<file path="config.mk">
export PLATFORM = sky130hd
export DESIGN_NAME = unified_mem_arbiter
export DESIGN_NICKNAME = d
export VERILOG_FILES = /design/src/rtl/unified_mem_arbiter.sv
export SDC_FILE = /design/constraint.sdc
export NUM_CORES = 1
export LEC_CHECK = 0
export BUFFER_PORTS_ARGS = -buffer_cell sky130_fd_sc_hd__buf_2
export CELL_PAD_IN_SITES_DETAIL_PLACEMENT = 1
export CELL_PAD_IN_SITES_GLOBAL_PLACEMENT = 1
export CORE_AREA = 2 2 143 145
export DETAILED_ROUTE_END_ITERATION = 8
export DIE_AREA = 0 0 145 147
export PLACE_DENSITY = 0.77
export SYNTH_ARGS = -nofsm -noshare
export SYNTH_HDL_FRONTEND = slang
export SYNTH_SLANG_ARGS = --single-unit
</file>
<file path="constraint.sdc">
create_clock -name clk -period 2 [get_ports clk]
set_input_delay 0.1 -clock clk [delete_from_list [all_inputs] [get_ports clk]]
set_output_delay 0.1 -clock clk [all_outputs]
set_load 0.02 [all_outputs]
</file>
<file path="src/rtl/unified_mem_arbiter.sv">
// unified_mem_arbiter: shares one fixed-latency main memory
// between the I-cache and D-cache miss paths, round-robin on ties.
module unified_mem_arbiter #(
  parameter int MEM_LAT = 4,
  parameter int AW      = 14,
  parameter int DW      = 64
) (
  input  logic          clk,
  input  logic          rst_n,
  input  logic          i_req,
  input  logic [AW-1:0] i_addr,
  output logic          i_done,
  output logic [DW-1:0] i_rdata,
  input  logic          d_req,
  input  logic          d_we,
  input  logic [AW-1:0] d_addr,
  input  logic [DW-1:0] d_wdata,
  output logic          d_done,
  output logic [DW-1:0] d_rdata,
  output logic          mem_re,
  output logic          mem_we,
  output logic [AW-1:0] mem_addr,
  output logic [DW-1:0] mem_wdata,
  input  logic [DW-1:0] mem_rdata,
  output logic          busy
);

  typedef enum logic [1:0] {
    IDLE   = 2'd0,
    I_BUSY = 2'd1,
    D_BUSY = 2'd2
  } state_t;

  localparam logic [3:0] LAST = 4'(MEM_LAT - 1);

  if (MEM_LAT < 2 || MEM_LAT > 15) begin : g_lat_chk
    $error("MEM_LAT out of range 2..15");
  end

  state_t     state;
  state_t     state_nxt;
  logic [3:0] cnt;
  logic       last_d;
  logic       we_q;
  logic       fin;
  logic       gnt_i;
  logic       gnt_d;

  assign fin     = (cnt == LAST);
  assign i_rdata = mem_rdata;
  assign d_rdata = mem_rdata;

  // grant decode in IDLE; on a tie the side not granted last wins
  always_comb begin
    gnt_i = 1'b0;
    gnt_d = 1'b0;
    if (state == IDLE) begin
      unique case (1'b1)
        i_req & d_req: begin
          gnt_d = ~last_d;
          gnt_i = last_d;
        end
        i_req & ~d_req: gnt_i = 1'b1;
        ~i_req & d_req: gnt_d = 1'b1;
        default: ;
      endcase
    end
  end

  // state register
  always_ff @(posedge clk or negedge rst_n) begin
    if (!rst_n) state <= IDLE;
    else        state <= state_nxt;
  end

  // next state: grant from IDLE, back to IDLE on the final cycle
  always_comb begin
    state_nxt = state;
    unique case (state)
      IDLE: begin
        if (gnt_i)      state_nxt = I_BUSY;
        else if (gnt_d) state_nxt = D_BUSY;
      end
      I_BUSY, D_BUSY: begin
        if (fin) state_nxt = IDLE;
      end
      default: state_nxt = IDLE;
    endcase
  end

  // outputs: memory strobes, done pulses and busy from state/cnt
  always_comb begin
    mem_re = 1'b0;
    mem_we = 1'b0;
    i_done = 1'b0;
    d_done = 1'b0;
    busy   = 1'b0;
    unique case (state)
      I_BUSY: begin
        mem_re = 1'b1;
        i_done = fin;
        busy   = 1'b1;
      end
      D_BUSY: begin
        mem_re = ~we_q;
        mem_we = we_q;
        d_done = fin;
        busy   = 1'b1;
      end
      default: ;
    endcase
  end

  // access cycle counter: held at zero while idle, counts busy cycles
  always_ff @(posedge clk or negedge rst_n) begin
    if (!rst_n)             cnt <= 4'd0;
    else if (state == IDLE) cnt <= 4'd0;
    else                    cnt <= cnt + 4'd1;
  end

  // command latch: address/data/direction captured at grant only
  always_ff @(posedge clk or negedge rst_n) begin
    if (!rst_n) begin
      mem_addr  <= '0;
      mem_wdata <= '0;
      we_q      <= 1'b0;
    end else if (gnt_i) begin
      mem_addr  <= i_addr;
    end else if (gnt_d) begin
      mem_addr  <= d_addr;
      mem_wdata <= d_wdata;
      we_q      <= d_we;
    end
  end

  // round-robin history; resets to I so the first tie goes to D
  always_ff @(posedge clk or negedge rst_n) begin
    if (!rst_n)     last_d <= 1'b0;
    else if (gnt_i) last_d <= 1'b0;
    else if (gnt_d) last_d <= 1'b1;
  end

endmodule

</file>
# Word level (Yosys, flattened, before mapping)
# Cells that the tools add are included.
[classes] n_addsub=1 eq_ne=5 n_mux=18 bitwise=8 reduce_logical=5
[ops] cell="2-to-1 mux 14 bit" n=2
[ops] cell="2-to-1 mux 1 bit" n=8
[ops] cell="2-to-1 mux 2 bit" n=3
[ops] cell="case mux 1 bit (2 select lines)" n=3
[ops] cell="inverter 1 bit" n=5
[ops] cell="adder 4 x 1 -> 4 bit, second input constant" n=1
[ops] cell="equality test 4 x 2 -> 1 bit, second input constant" n=1
[ops] cell="2-to-1 mux 4 bit" n=1
[ops] cell="case mux 2 bit (2 select lines)" n=1
[ops] cell="AND reduction 2 bit" n=2
[ops] cell="AND 1 bit" n=3
[ops] cell="inequality test 3 bit, second input constant" n=1
[ops] cell="equality test 2 x 1 -> 1 bit, second input constant" n=1
[ops] cell="equality test 2 bit, second input constant" n=1
[ops] cell="logical NOT 2 bit" n=1
[ops] cell="inequality test 2 x 1 -> 1 bit, second input constant" n=1
[ops] cell="nonzero test 2 bit" n=1
[ops] cell="OR reduction 2 bit" n=1
[word_totals] register_bits=86 inputBits=161 out_inout_bits=211 wordCells=43

# Depth between registers and ports, before layout
[depth] depth_word=7 ltp_mapped=7 ltp_nobuf=5

# Worst setup path after synthesis
# Ideal clock, no wire load.
[synth_path] path_type="register to register" from="register state[0]" to="register mem_addr[10]" setup_ns=0.123 arrival_time_ns=1.447 t_required_ns=1.877 path_slack_ns=0.430 stages_incl_launch_ff=7 n_path_buf=2 cell_sequence="dfrtp_1 > inv_1 > ha_1 > buf_2 > nand3_1 > clkbuf_1 > o221a_2"
[synth_between] elab_chain_cells=3
[synth_lines] element="start, declared" line_no="40" text="state_t state;"
[synth_lines] element="start signal, assigned" line_no="73" text="else state <= state_nxt;"
[synth_lines] element="logical NOT 2 bit (*)" line_no="57" text="if (state == IDLE) begin"
[synth_lines] element="2-to-1 mux 1 bit" line_no="57"
[synth_lines] element="2-to-1 mux 14 bit or nonzero test 2 bit (tied branches)"
[synth_lines] element="end signal, assigned" line_no="128" text="mem_addr <= i_addr;"
[synth_lines] element="end signal, assigned" line_no="130" text="mem_addr <= d_addr;"
[synth_lines] element="end, declared" line_no="22" text="output logic [AW-1:0] mem_addr,"
# Mark *: on every way between the ends. The rest lies on a longest branch, timed or not.
# A chain may end at the register's enable or synchronous reset.

# Final worst setup path
[layout_path] from="register state[0]" to="register mem_wdata[44]"
[layout_between] elab_chain_cells=4
[layout_lines] element="logical NOT 2 bit (*)" line_no="57"
[layout_lines] element="2-to-1 mux 1 bit" line_no="57"
[layout_lines] element="inverter 1 bit (no line)"
[layout_lines] element="AND reduction 2 bit (no line) (*)"
[layout_lines] element="end signal, assigned" line_no="131" text="mem_wdata <= d_wdata;"
[layout_lines] element="end, declared" line_no="23" text="output logic [DW-1:0] mem_wdata,"
# Marks and branches as above.

==> results.toml <==
[power]
p_comb_frac = 0.482
leakage_nw = 2.74
p_total_mw = 9.08
switching_share = 0.391
power.internal_mw = 5.53
p_per_area_nw_per_um2 = 1570
p_clk_frac = 0.179
switching_power_mw = 3.55
seq_power_share = 0.340
peakVddDrop_v = 0.000444

[global_routing]
grt_pass1_wl_um = 18300
grtUsageMet1 = 0.115
grtUsageMet3 = 0.0438
grt_use_met2 = 0.190
grt_max_degree = 55
busiest_layer = "met2"
grt_use_total = 0.110
first_global_vias = 3351
overflow = 0
antenna_found_initial = 0

[yosys]
synth_flop_cell = "dfrtp_1"
synth_edf_count = 0
synth_area_leaders = "dfrtp_1 47%, buf_4 21%, mux2_4 13%"
synth.most_common_cell = "buf_4"
syn_area_um2 = 4570
synthTopCellsByCount = "128 x buf_4, 86 x dfrtp_1, 39 x mux2_4"
synth_top_cell_by_area = "dfrtp_1"
synthArstFlopShare = 1.00
ys_warn_count = 0
yosys.area.top_type_share = 0.471
synthCells = 355
syn_nets = 520
ys_ff_latch = 86
ys_seq_area_frac = 0.471
yosys.cell_types.count = 30
synth.avg_cell_area_um2 = 12.9

[route]
postRouteAntennaNets = 0
first_pass_iters = 4
vias = 2949
wl_per_cell_um = 15.6
routed_via_density = 3.92
drt_first_iter_violations = 49
drc_errors = 0
wl_um = 11700

[setup_path]
path_max_fanout = 44
critPathLaunch = "state[0]"
cp_slowest_cell = "dfrtp_1"
r2r-start = "state[0]"
r2r-end = "mem_wdata[44]"
crit_type = "flop to flop"
reg2reg_depth = 5
cp_top_family = "flip-flops"
end_kind = "flop"
rrSetupSlack_ns = 0.27
crit_chain = "inv_1 -> ha_1 -> and3_4 -> buf_12 -> mux2_2"
arrival_ns = 1.95
crit_buf_inv = 2
cp-start-kind = "flop"
cp.required_ns = 2.22
cp_slowest_stage_delay_ns = 0.42

[sta]
worst_slew_pin_slew_ns = 0.443
max_freq_mhz = 579
final.setup_skew_ns = 0.0116
period_needed_ns = 1.73
slew_viol_final = 0
fin_crit_sh = 0.863
setup_viol = 0
slew_headroom = 0.705
setup_tns_ns = 0
hold_violations = 0
rsz0062_at_grt = "no"

[finish]
synthToLayoutAreaGrowth_pct = 26.5
layout-drive-gt1-share = 0.588
fin_nets = 643
n_antenna_cell = 0
fin_area_um2 = 5780
final_cells = 753

[placement]
dpl.cell_count = 673
dpl-instance-area_um2 = 4850
portBuffers = 179
gp_congestion = 0.713
hpwl_um = 7680

[floorplanning]
std_cell_rows = 52
ios = 372
die-area_um2 = 21300
core-area_um2 = 19800
die_w_um = 145
fp.dieH_um = 147
start_util = 0.230

[clock_tree]
path_clk_slew_ns = 0.07
clock_path_buffers = 2
cts_tree = "built"
cts_max_level = 3
clock_latency_ns = 0.35
cts-root-buf = "clkbuf_16"
clkSinkCount = 86
cts_buffers = 9

[hold_path]
whs_path_depth = 2
min_to = "mem_addr[4]"
min_from = "i_addr[4]"
hp-class = "input port to flop"

[run]
max-cap-violations = 0

[outcome]
status = "completed"
==> power groups by stage <==
stage	clock [mW]	combinational (mW)	sequential, mW
finish	1.62	4.37	3.09
global placement	0	4.19	3.07
floorplan	0	2.26	4.06
detailed placement	0	4.31	3.08
global route	1.77	4.67	3.20
CTS	1.71	4.40	3.07
==> worst max-delay path by stage <==
stage	end	slack, ns	cells after the start
floorplan	mem_addr[10]	0.43	6
global placement	mem_wdata[45]	0.33	5
detailed placement	mem_wdata[53]	0.28	5
CTS	mem_wdata[43]	0.26	5
global route	i_done	0.18	5
finish	mem_wdata[44]	0.27	5
==> cells in the final DEF (no fill, tap or decap), drive strengths merged, types with 3 or more instances in the layout <==
cell / instances
and2: 3
nor2: 5
dfrtp: 86
nand3: 3
o221a: 14
mux2: 65
dlygate4sd3: 64
ha: 4
clkbuf: 9
nand2b: 14
inv: 10
buf: 187
==> flip-flops by register name, summed over array words and instances, names as in the netlist <==
register	flops
cnt	4
state	2
mem_wdata	64
last_d	1
we_q	1
mem_addr	14
==> kinds of logic after synthesis <==
family,share of synthesized area
AND/OR/NAND/NOR,0.0384
flip-flops,0.471
adder cells (fa/ha/maj),0.0110
XOR/XNOR,0.00384
AO/OA/AOI/OAI,0.0493
multiplexers,0.192
buffers and inverters,0.234
==> through the flow <==
step           utilization  hold slack (ns)  setup WS (ns)
5_1_grt              0.291          0.00409          0.185
4_1_cts              0.291          0.00157          0.264
6_report             0.291           0.0252          0.274
2_1_floorplan            -           -0.196          0.430
3_3_place_gp         0.245           0.0749          0.330
3_5_place_dp         0.245           0.0765          0.278
==> worst register-to-register path, stage by stage (launching register included) <==
cell     delay [ns]
dfrtp_1        0.42
inv_1          0.11
ha_1           0.17
and3_4         0.22
buf_12         0.28
mux2_2         0.40
==> repair_timing <==
| action | in CTS | in global routing |
|---|---|---|
| setup buffers | 0 | 0 |
| setup endpoints to repair | 0 | 0 |
| hold buffers | 64 | 0 |
| hold endpoints to repair | 95 | 0 |
| gates resized for setup | 0 | 0 |
==> layer usage <==
metal / vias to the layer above / part of all wire
li1: 1314 / -
met1: 1418 / 0.38
met2: 157 / 0.50
met3: 60 / 0.083
met4: 0 / 0.041
met5: - / 0
==> cell type report <==
type / count / area (um^2)
well taps: 270 / 338
repair buffers: 251 / 1640
clock inverters: 7 / 55.1
inverters: 6 / 22.5
flip-flops and latches: 86 / 2150
fillers: 2227 / 14100
multi-input cells: 124 / 1350
clock buffers: 9 / 225
Note: power is estimated with default switching activity, not from simulation.
